===== config.mk =====
export PLATFORM = sky130hd
export DESIGN_NAME = lut_cfg_neuron
export DESIGN_NICKNAME = d
export VERILOG_FILES = /design/src/rtl/lut_cfg_neuron_pkg.sv /design/src/rtl/lut_cfg_neuron_ram.sv /design/src/rtl/lut_cfg_neuron.sv
export SDC_FILE = /design/constraint.sdc
export NUM_CORES = 1
export LEC_CHECK = 0
export ABC_AREA = 0
export CAP_MARGIN = 20
export CORE_UTILIZATION = 55
export CTS_CLUSTER_DIAMETER = 60
export DETAILED_ROUTE_END_ITERATION = 8
export PLACE_DENSITY = 0.72
export SLEW_MARGIN = 40
export SYNTH_ARGS = -nofsm -noshare
export SYNTH_HDL_FRONTEND = slang
export SYNTH_SLANG_ARGS = --single-unit

===== constraint.sdc =====
create_clock -name clk -period 3.3 [get_ports clk]
set_input_delay 0.825 -clock clk [delete_from_list [all_inputs] [get_ports clk]]
set_output_delay 0.825 -clock clk [all_outputs]
set_load 0.005 [all_outputs]

===== src/rtl/lut_cfg_neuron_pkg.sv =====
`default_nettype none
// ============================================================================
//  Module      : lut_neuron_pkg
//  Description : Shared definitions for the run-time-loadable LUT neuron.
//                Default table geometry and the two-state load/run FSM
//                encoding.
//  Revision    : 1.0  initial release
// ============================================================================
package lut_neuron_pkg;

    // Default neuron input width (table address) and output width (table word)
    localparam int C_IN_BITS  = 8;
    localparam int C_OUT_BITS = 1;

    // Table load / inference mode
    typedef enum logic [0:0] {
        ST_LOAD = 1'b0,
        ST_RUN  = 1'b1
    } state_t;

endpackage : lut_neuron_pkg
`default_nettype wire


===== src/rtl/lut_cfg_neuron_ram.sv =====
`default_nettype none
// ============================================================================
//  Module      : lut_cfg_ram
//  Description : DEPTH x OUT_BITS distributed truth-table RAM with one
//                synchronous write port and one synchronous read port.
//                Only the read register is reset; the table is not.
//  Ports       : clk, rst        - clock, synchronous active-high reset
//                we/waddr/wdata  - write port
//                re/raddr        - read enable / address
//                rdata           - registered read data (holds when re=0)
//  Revision    : 1.0  initial release
// ============================================================================
module lut_cfg_ram #(
    parameter int IN_BITS  = 8,
    parameter int OUT_BITS = 1
) (
    input  logic                clk,
    input  logic                rst,
    input  logic                we,
    input  logic [IN_BITS-1:0]  waddr,
    input  logic [OUT_BITS-1:0] wdata,
    input  logic                re,
    input  logic [IN_BITS-1:0]  raddr,
    output logic [OUT_BITS-1:0] rdata
);

    localparam int DEPTH = 2 ** IN_BITS;

    (* ram_style = "distributed" *) logic [OUT_BITS-1:0] r_mem [DEPTH];
    logic [OUT_BITS-1:0] r_rdata;

    // Table contents carry no reset so the array maps onto LUT RAM
    always_ff @(posedge clk) begin
        if (we) begin
            r_mem[waddr] <= wdata;
        end
    end

    // Read register holds its value between lookups
    always_ff @(posedge clk) begin
        if (rst) begin
            r_rdata <= '0;
        end else if (re) begin
            r_rdata <= r_mem[raddr];
        end
    end

    assign rdata = r_rdata;

endmodule : lut_cfg_ram
`default_nettype wire


===== src/rtl/lut_cfg_neuron.sv =====
`default_nettype none
// ============================================================================
//  Module      : lut_cfg_neuron
//  Description : Run-time programmable truth-table neuron. A serial config
//                stream loads the 2**IN_BITS-entry table; afterwards each
//                in_valid performs a registered one-cycle lookup.
//  Ports       : clk, rst                      - clock, sync active-high reset
//                cfg_start                     - restart load at address 0
//                cfg_valid/cfg_ready/cfg_data  - config word handshake
//                cfg_last                      - final word marker
//                cfg_done / cfg_err            - loaded / sticky framing error
//                in_valid / in_data            - inference request
//                out_valid / out_data          - registered lookup result
//  Revision    : 1.0  initial release
// ============================================================================
module lut_cfg_neuron
    import lut_neuron_pkg::*;
#(
    parameter int IN_BITS  = C_IN_BITS,
    parameter int OUT_BITS = C_OUT_BITS
) (
    input  logic                clk,
    input  logic                rst,
    input  logic                cfg_start,
    input  logic                cfg_valid,
    output logic                cfg_ready,
    input  logic [OUT_BITS-1:0] cfg_data,
    input  logic                cfg_last,
    output logic                cfg_done,
    output logic                cfg_err,
    input  logic                in_valid,
    input  logic [IN_BITS-1:0]  in_data,
    output logic                out_valid,
    output logic [OUT_BITS-1:0] out_data
);

    localparam int                 DEPTH      = 2 ** IN_BITS;
    localparam logic [IN_BITS-1:0] C_LAST_ADR = IN_BITS'(DEPTH - 1);

    state_t               r_state;
    state_t               w_state_nxt;
    logic [IN_BITS-1:0]   r_addr;
    logic                 r_done;
    logic                 r_err;
    logic                 r_out_valid;

    logic                 w_cfg_ready;
    logic                 w_we;
    logic                 w_re;
    logic                 w_at_end;
    logic                 w_frame_err;
    logic                 w_load_ok;

    // ------------------------------------------------------------------
    // FSM: state register
    // ------------------------------------------------------------------
    always_ff @(posedge clk) begin
        if (rst) begin
            r_state <= ST_LOAD;
        end else begin
            r_state <= w_state_nxt;
        end
    end

    // ------------------------------------------------------------------
    // FSM: next state
    // ------------------------------------------------------------------
    always_comb begin
        w_state_nxt = r_state;
        if (cfg_start) begin
            w_state_nxt = ST_LOAD;
        end else if ((r_state == ST_LOAD) && w_load_ok) begin
            w_state_nxt = ST_RUN;
        end
    end

    // ------------------------------------------------------------------
    // FSM: outputs / strobes
    // ------------------------------------------------------------------
    always_comb begin
        w_cfg_ready = (r_state == ST_LOAD);
        // cfg_start wins over a same-cycle word or lookup
        w_we        = w_cfg_ready && cfg_valid && !cfg_start;
        w_re        = (r_state == ST_RUN) && in_valid && !cfg_start;
        w_at_end    = (r_addr == C_LAST_ADR);
        // cfg_last must coincide exactly with the final address
        w_frame_err = w_we && (cfg_last != w_at_end);
        // A correctly framed final word only completes a load that has not
        // already been voided; a voided load needs cfg_start to recover.
        w_load_ok   = w_we && w_at_end && cfg_last && !r_err;
    end

    // ------------------------------------------------------------------
    // Address counter, status flags and result-valid pipeline bit
    // ------------------------------------------------------------------
    always_ff @(posedge clk) begin
        if (rst) begin
            r_addr      <= '0;
            r_done      <= 1'b0;
            r_err       <= 1'b0;
            r_out_valid <= 1'b0;
        end else if (cfg_start) begin
            r_addr      <= '0;
            r_done      <= 1'b0;
            r_err       <= 1'b0;
            r_out_valid <= 1'b0;
        end else begin
            r_out_valid <= w_re;
            if (w_we) begin
                // Natural wrap returns the counter to 0 after the last word
                r_addr <= w_frame_err ? '0 : r_addr + IN_BITS'(1);
            end
            if (w_frame_err) begin
                r_err <= 1'b1;
            end
            if (w_load_ok) begin
                r_done <= 1'b1;
            end
        end
    end

    lut_cfg_ram #(
        .IN_BITS  (IN_BITS),
        .OUT_BITS (OUT_BITS)
    ) u_ram (
        .clk   (clk),
        .rst   (rst),
        .we    (w_we),
        .waddr (r_addr),
        .wdata (cfg_data),
        .re    (w_re),
        .raddr (in_data),
        .rdata (out_data)
    );

    assign cfg_ready = w_cfg_ready;
    assign cfg_done  = r_done;
    assign cfg_err   = r_err;
    assign out_valid = r_out_valid;

endmodule : lut_cfg_neuron
`default_nettype wire


==> results of run 1 <==
-- cell families after synthesis --
group,count (synthesis)
multiplexers,87
XOR/XNOR,7
AO/OA/AOI/OAI,28
flip-flops,269
AND/OR/NAND/NOR,383
buffers and inverters,75
adder cells (fa/ha/maj),4
-- worst min-delay path by stage --
stage	startpoint	end	slack (ns)	depth (start not counted)
finish	cfg_done	cfg_done	0.49	1
global route	cfg_done	cfg_done	0.50	1
CTS	cfg_done	cfg_done	0.49	1
detailed placement	cfg_done	cfg_done	0.46	1
global placement	cfg_done	cfg_done	0.46	1
floorplan	r_state	r_state	0.46	1
-- state kept, by name, summed over array words and instances, names as in the netlist --
signal       count
cfg_done         1
u_ram.rdata      1
r_addr           8
r_state          1
out_valid        1
cfg_err          1
u_ram.r_mem    256
-- power by group --
part           switching, mW  internal (mW)  total, mW
Sequential          0.000694           3.73       3.73
Clock                   1.23           1.72       2.95
Combinational          0.179          0.137      0.316
Total                   1.41           5.59       7.00
-- per-stage QoR --
step	utilization [%]	cells
after floorplan	-	853
after global placement	59.3	1123
after detailed placement	59.3	1123
after CTS	63.3	1171
after global routing	63.3	1171
final	63.3	1171
-- synth_stat cells (4+ instances only) --
| master | instances |
|---|---|
| nand3_1 | 29 |
| dfxtp_1 | 13 |
| mux4_2 | 59 |
| edfxtp_1 | 256 |
| buf_4 | 4 |
| mux2i_1 | 19 |
| ha_1 | 4 |
| a21oi_1 | 4 |
| xor2_1 | 5 |
| nand2_1 | 35 |
| a2111oi_0 | 4 |
| buf_2 | 14 |
| inv_1 | 6 |
| nor2_1 | 280 |
| nor2b_1 | 11 |
| clkbuf_1 | 44 |
| nor3_1 | 4 |
| mux4_1 | 6 |
| nand4_1 | 11 |
| o211ai_1 | 4 |
-- worst reg2reg max path: stages (launching register included) --
cell	delay [ns]
edfxtp_1	0.39
mux4_1	0.51
mux4_2	0.51
and2_4	0.18
a211oi_2	0.19
o41ai_1	0.09
a31o_1	0.21
-- placed cells by master, fill, tap and decap left out, types with 3 or more instances in the layout --
cell type	synthesis	final
clkinv_1	1	8
xor2_1	5	5
clkbuf_16	0	27
a21oi_1	4	4
clkdlybuf4s50_1	0	15
o211ai_1	4	4
mux2i_1	19	19
clkbuf_1	44	4
nand3_1	29	29
mux4_2	59	59
nand4_1	11	11
edfxtp_1	256	256
bufinv_16	0	3
mux4_1	6	6
mux2_2	3	3
buf_4	4	40
ha_1	4	4
nor2b_1	11	11
dfxtp_1	13	13
nand2_1	35	35
nor2_1	280	280
buf_12	0	5
inv_1	6	6
clkinv_2	0	5
nor4_1	3	3
o21a_1	3	3
a2111oi_0	4	4
nor3_1	4	4
-- cell type report --
| class | instances | area, µm² | share of cell area [%] |
|---|---|---|---|
| repair buffers | 63 | 572 | 4.28 |
| multi-input cells | 509 | 3610 | 27.1 |
| well taps | 275 | 344 | 2.58 |
| clock buffers | 31 | 691 | 5.17 |
| flip-flops and latches | 269 | 7950 | 59.5 |
| inverters | 7 | 26.3 | 0.197 |
| clock inverters | 17 | 156 | 1.17 |
-- metal layers --
layer | track usage (%) | routed length [µm]
met2 | 42.0 | 13300
met1 | 34.0 | 10200
met4 | 11.6 | 1070
met3 | 4.22 | 2550
met5 | 0 | 0
==> flow_metrics.tcl, run 1 <==
set metrics [dict create \
    wl_um 27200 \
    drv_cap 0 \
    die_w_um 149 \
    cts_setup_buffers 0 \
    grt_max_degree 96 \
    dr_total_vias 7276 \
    yosys-top-cells-area "edfxtp_1 (65%), mux4_2 (11%), nor2_1 (8.8%), dfxtp_1 (2.2%), mux2i_1 (1.6%)" \
    postSynthAreaPerCell_um2 13.9 \
    drtIter0Drc 839 \
    slowest_stage "mux4_2" \
    path_delay_family "buffers and inverters" \
    die-height_um 149 \
    setup_viol 0 \
    place_area_um2 12500 \
    status "finished, final reports clean" \
    diodes 0 \
    path_cells "buf_2 > buf_4 > mux4_2 > mux2i_1 > nor2_1 > a2111oi_0 > a21oi_1 > a31o_1" \
    core-area_um2 21100 \
    synth_area_um2 11900 \
    port_buffers 19 \
    rsz0062_at_grt "no" \
    cts_tree "built" \
    synth_xor_area_share_pct 0.516 \
    post-route-min-period_ns 2.62 \
    relSlewSlack_pct 52.7 \
    min_path_type "flip-flop to flip-flop" \
    ys.flop_type "edfxtp_1" \
    clk_path_buf_depth 3 \
    reg2reg_to "u_ram.rdata" \
    start_util_pct 56.4 \
    critPathArrivalTime_ns 3.05 \
    cts_root_buf "clkbuf_16" \
    postRouteAntennaNets 0 \
    clock-sinks 269 \
    design_area_um2 13400 \
    worstRegToRegCells 6 \
    avgRoutedWirePerCell_um 23.2 \
    ios 20 \
    insertion_delay_ns 0.54 \
    crit_path_start_kind "input port" \
    ff2ff_setup_slack_ns 1.13 \
    yosysSeqAreaShare_pct 66.8 \
    gp_congestion 0.881 \
    r2r-start "u_ram.r_mem[228]" \
    dieArea_um2 22200 \
    setup_slack_ns 0.684 \
    clock_skew_ns 0.0167 \
    clkSlewWorstSetupHoldPaths_ns 0.07 \
    crit_buf_inv 2 \
    pre_cts_ws_ns 0.128 \
    max-vdd-ir-drop_mv 0.498 \
    cp-startpoint "in_data[1]" \
    fin_setup_tns_ns 0 \
    max_freq_ghz 0.382 \
    p_leak_nw 4.07 \
    synth_top_family_by_area "multiplexers" \
    overflow 0 \
    async_flop_share_pct 0 \
    yosys.area_share.simple_pct 13.3 \
    cp-end-kind "flip-flop" \
    worstMarginPinSlew_ns 0.707 \
    critPathCapture "u_ram.rdata" \
    cp_data_required_time_ns 3.73 \
    synth_seq_cells 269 \
    synth_top_area_cell "edfxtp_1" \
    period_share_pct 79.3 \
    syn-num-nets 872 \
    rows 53 \
    dp_hpwl_um 17200 \
    syn_inst 853 \
    nNetsFinal 896 \
    synth_edf_count 256 \
    track_usage_pct 25.6 \
    grt_pass1_vias 7377 \
    synth_cell_types 49 \
    synth_top_area_share_pct 64.6 \
    crit_fanout 15 \
    synth_fa_ha_area_share_pct 0.421 \
    antenna_found_initial 0 \
    yosysWarningCount 0 \
    drive_gt1_share_pct 16.9 \
    avgViaCountPerCell 6.21 \
    fillers 1538 \
    drc 0 \
    path_class "input port to flip-flop" \
    htreeDepth 1 \
    p_per_area_nw_per_um2 524 \
    synthMuxAreaShare_pct 14.4 \
    numCtsBuffers 27 \
    cts_hold_repair.buffers 0 \
    synth_compound_area_share_pct 1.74 \
    grt_pass1_wl_um 41700 \
    hold_viol 0 \
    cts_resized 0 \
    hold_ws_ns 0.488 \
    critPathMaxStageDelay_ns 0.51 \
    drtPass1Iterations 5 \
    drv_slew 0 \
    area_growth_pct 12.3 \
    cp.depth 8 \
    total_power_mw 7.00 \
]
Note: power is estimated with default switching activity, not from simulation.
==> run 2, diff against run 1 <==
==> constraint.sdc (replaced) <==
create_clock -name clk -period 2.6 [get_ports clk]
set_input_delay 0.65 -clock clk [delete_from_list [all_inputs] [get_ports clk]]
set_output_delay 0.65 -clock clk [all_outputs]
set_load 0.005 [all_outputs]
==> run 2 against run 1 <==
  * Clock power is 19% higher
  * Sequential share of layout area decreased by 0.94 points
  * Sequential cell count is the same
  * Critical endpoint unchanged
==> flow_metrics.tcl, run 2 (synthesis gave the netlist of run 1 again) <==
set metrics [dict create \
    dp_hpwl_um 17800 \
    holdPathEnd "cfg_done" \
    gp_congestion 0.841 \
    grt_max_degree 84 \
    p_per_area_nw_per_um2 642 \
    cts_root_buf "clkbuf_16" \
    clk_path_buf_depth 3 \
    grt_pass1_vias 7533 \
    path_class "input port to flip-flop" \
    rows 53 \
    drtIter0Drc 823 \
    antenna_found_initial 0 \
    insertion_delay_ns 0.54 \
    postRouteAntennaNets 0 \
    final_cell_mix "nor2_1 (280), edfxtp_1 (256), buf_4 (68), mux4_2 (59), nand2_1 (35)" \
    diodes 0 \
    largest_reg_flops 256 \
    numCtsBuffers 27 \
    grt_pass1_wl_um 42600 \
    crit_fanout 6 \
    hold_ws_ns 0.468 \
    ios 20 \
    drive_gt1_share_pct 19.8 \
    clkSlewWorstSetupHoldPaths_ns 0.06 \
    crit_path_start_kind "input port" \
    htreeDepth 1 \
    worstMarginPinSlew_ns 0.686 \
    cts_hold_repair.buffers 0 \
    drc 0 \
    avgViaCountPerCell 6.20 \
    top_register "u_ram.r_mem" \
    reg2reg_to "u_ram.rdata" \
    mostFrequentLayoutCell "nor2_1" \
    place_area_um2 12800 \
    r2r-start "u_ram.r_mem[232]" \
    ff2ff_setup_slack_ns 0.41 \
    area_growth_pct 14.1 \
    start_util_pct 56.4 \
    avgRoutedWirePerCell_um 23.0 \
    design_area_um2 13600 \
    p_leak_nw 4.21 \
    relSlewSlack_pct 54.2 \
    overflow 0 \
    reg.largest.list "u_ram.r_mem x256, r_addr x8" \
    rsz0062_at_grt "no" \
    port_buffers 19 \
    critPathArrivalTime_ns 2.85 \
    max_freq_ghz 0.414 \
    cp_data_required_time_ns 3.03 \
    instances_no_fill 1201 \
    setup_viol 0 \
    clock_skew_ns 0.0161 \
    period_share_pct 92.8 \
    die-height_um 149 \
    track_usage_pct 26.1 \
    fin_util_pct 64.3 \
    cts_resized 0 \
    cts_setup_buffers 0 \
    nNetsFinal 927 \
    dr_total_vias 7452 \
    drtPass1Iterations 7 \
    worstRegToRegCells 6 \
    hold_viol 0 \
    hold_path_depth 1 \
    dp.cells 1154 \
    min_from "cfg_done" \
    cp-end-kind "flip-flop" \
    max-vdd-ir-drop_mv 0.498 \
    post-route-min-period_ns 2.41 \
    dieArea_um2 22200 \
    core-area_um2 21100 \
    total_power_mw 8.70 \
    drv_cap 0 \
    die_w_um 149 \
    drv_slew 0 \
    min_path_type "flip-flop to flip-flop" \
    wl_um 27600 \
    cts_tree "built" \
    status "finished, final reports clean" \
    clock-sinks 269 \
]
==> run 2: metal layers <==
| layer | vias up | wire, µm | GRT usage [%] |
|---|---|---|---|
| met5 | - | 0 | 0 |
| met4 | 0 | 1110 | 10.9 |
| met3 | 69 | 2450 | 4.04 |
| met2 | 399 | 13400 | 42.3 |
| met1 | 3744 | 10600 | 35.4 |
| li1 | 3240 | - | - |
==> run 2: per-stage QoR <==
stage,setup slack [ns],TNS (ns)
2_1_floorplan,0.134,0
3_3_place_gp,-0.374,-0.374
3_5_place_dp,-0.418,-0.592
4_1_cts,0.184,0
5_1_grt,0.0549,0
6_report,0.187,0
==> run 2: power breakdown <==
part	total [mW]	switching, mW	leakage, nW	internal (mW)
Combinational	0.445	0.235	1.42	0.210
Clock	3.52	1.57	0.388	1.95
Sequential	4.74	0.00102	2.40	4.74
==> run 2: final cells by class <==
class	count	area, µm²
clock inverter	13	68.8
inverter	7	26.3
tap	275	344
fill	1534	7520
sequential	269	7950
timing repair buffer	94	842
clock buffer	34	722
multi-input combinational	509	3610
==> run 2: worst max-delay path: stages <==
cell	delay, ns
clkdlybuf4s50_1	0.62
buf_4	0.24
mux4_2	0.30
mux2_2	0.28
a2111oi_1	0.41
o22ai_1	0.15
a31o_1	0.19
==> run 2: how the worst max path moves through the flow <==
stage | start | endpoint | slack, ns | cells past startpoint
after floorplan | in_data[1] | u_ram.rdata | 0.13 | 8
after global placement | in_data[4] | u_ram.rdata | -0.37 | 7
after detailed placement | in_data[4] | u_ram.rdata | -0.42 | 7
after CTS | in_data[4] | u_ram.rdata | 0.18 | 7
after global routing | in_data[4] | u_ram.rdata | 0.05 | 7
final | in_data[4] | u_ram.rdata | 0.19 | 7
==> edit: new RTL, settings of run 1 <==
Register the inputs `cfg_start`, `cfg_valid`, `cfg_data` and `cfg_last` before use, with the module's reset. The logic sees them one clock later. The other inputs are not delayed to match. Comments in the files are not updated.
--- a/src/rtl/lut_cfg_neuron.sv
+++ b/src/rtl/lut_cfg_neuron.sv
@@ -38,4 +38,23 @@
     localparam logic [IN_BITS-1:0] C_LAST_ADR = IN_BITS'(DEPTH - 1);
 
+    logic cfg_start_q;
+    logic cfg_valid_q;
+    logic [OUT_BITS-1:0] cfg_data_q;
+    logic cfg_last_q;
+
+    always_ff @(posedge clk) begin
+        if (rst) begin
+            cfg_start_q <= '0;
+            cfg_valid_q <= '0;
+            cfg_data_q  <= '0;
+            cfg_last_q  <= '0;
+        end else begin
+            cfg_start_q <= cfg_start;
+            cfg_valid_q <= cfg_valid;
+            cfg_data_q  <= cfg_data;
+            cfg_last_q  <= cfg_last;
+        end
+    end
+
     state_t               r_state;
     state_t               w_state_nxt;
@@ -68,5 +87,5 @@
     always_comb begin
         w_state_nxt = r_state;
-        if (cfg_start) begin
+        if (cfg_start_q) begin
             w_state_nxt = ST_LOAD;
         end else if ((r_state == ST_LOAD) && w_load_ok) begin
@@ -81,12 +100,12 @@
         w_cfg_ready = (r_state == ST_LOAD);
         // cfg_start wins over a same-cycle word or lookup
-        w_we        = w_cfg_ready && cfg_valid && !cfg_start;
-        w_re        = (r_state == ST_RUN) && in_valid && !cfg_start;
+        w_we        = w_cfg_ready && cfg_valid_q && !cfg_start_q;
+        w_re        = (r_state == ST_RUN) && in_valid && !cfg_start_q;
         w_at_end    = (r_addr == C_LAST_ADR);
         // cfg_last must coincide exactly with the final address
-        w_frame_err = w_we && (cfg_last != w_at_end);
+        w_frame_err = w_we && (cfg_last_q != w_at_end);
         // A correctly framed final word only completes a load that has not
         // already been voided; a voided load needs cfg_start to recover.
-        w_load_ok   = w_we && w_at_end && cfg_last && !r_err;
+        w_load_ok   = w_we && w_at_end && cfg_last_q && !r_err;
     end
 
@@ -100,5 +119,5 @@
             r_err       <= 1'b0;
             r_out_valid <= 1'b0;
-        end else if (cfg_start) begin
+        end else if (cfg_start_q) begin
             r_addr      <= '0;
             r_done      <= 1'b0;
@@ -128,5 +147,5 @@
         .we    (w_we),
         .waddr (r_addr),
-        .wdata (cfg_data),
+        .wdata (cfg_data_q),
         .re    (w_re),
         .raddr (in_data),
Behaviour: not the same (Yosys sat finds a counterexample within 4 cycles, from zero or initial values and one cycle with rst high).
==> edit against run 1 <==
Final area up 0.62%; synthesized area grew 0.88%; worst setup slack got worse by 0.14 ns; sequential cell count is 4 higher; sequential power up 2%; power grew 0.66%; clock skew decreased by 0.0091 ns; routed wire length is the same; highest routed layer unchanged; sequential share of layout area grew 0.26 points; via count is 0.71% lower; clock power hardly changed.
==> edit: results (changes against run 1) <==
post-synthesis mux area share=0.143 (-0.00126); worst slack, placed=0.0279 ns (-0.101 ns); DR iter-0 viols=845 (+0.72%); largest net degree at the start of global routing=126 (+31%); Cell Count, Final, Fillers Out=1179 (+0.68%); fraction of area in multi-input gates=0.271 (about the same); vias in the first global route=7190 (-2.5%); comb_multi_in=513 (+0.79%); buffering overhead=0.0399 (-0.00296); top cells by area, synth=edfxtp_1 (64%), mux4_2 (11%), nor2_1 (8.8%); Clock Sinks=273 (+1.5%); Storage cell area=8030 um^2 (+1.1%); worst vdd ir=0.413 mV (-17%); Filler cells=1566 (+1.8%); Worst path slowest cell=a2111oi_0; Crit Path Max Fanout=20 (+5); syn_area_per_cell=13.9 um^2 (about the same); register area share after synthesis=0.669 (+0.000820); Synth Area in Compound Gates=0.0172 (-0.000152); fin util=0.633 (about the same); DP Cell Count=1128 (+0.45%); clock buf count=35 (+13%); run status=complete, no violations; CP max stage delay=0.60 ns (+0.09 ns); cts bufs inserted=29 (+7.4%)
[edit: worst paths after layout]
check	startpoint	endpoint	slack (ns)	depth (start not counted)
min	cfg_done$_SDFFE_PP0P_	cfg_done$_SDFFE_PP0P_	0.48	1
min reg2reg	cfg_done$_SDFFE_PP0P_	cfg_done$_SDFFE_PP0P_	0.48	1
max	in_data[3]	u_ram.rdata$_SDFFE_PP0P_	0.55	8
max reg2reg	u_ram.r_mem[142]$_DFFE_PP_	u_ram.rdata$_SDFFE_PP0P_	1.02	6
[edit: power groups by stage]
stage	logic (mW)	registers (mW)	clock network, mW
after floorplan	0.174	3.89	0
after global placement	0.285	3.87	0
after detailed placement	0.293	3.87	0
after CTS	0.294	3.80	3.00
after global routing	0.310	3.80	3.12
final	0.292	3.80	2.96
[edit: per-layer routing]
metal,global-route usage,vias to the layer above,part of all wire
met5,0,-,0
met4,0.0753,0,0.021
met3,0.0323,38,0.077
met2,0.421,311,0.50
met1,0.361,3677,0.40
li1,-,3198,-
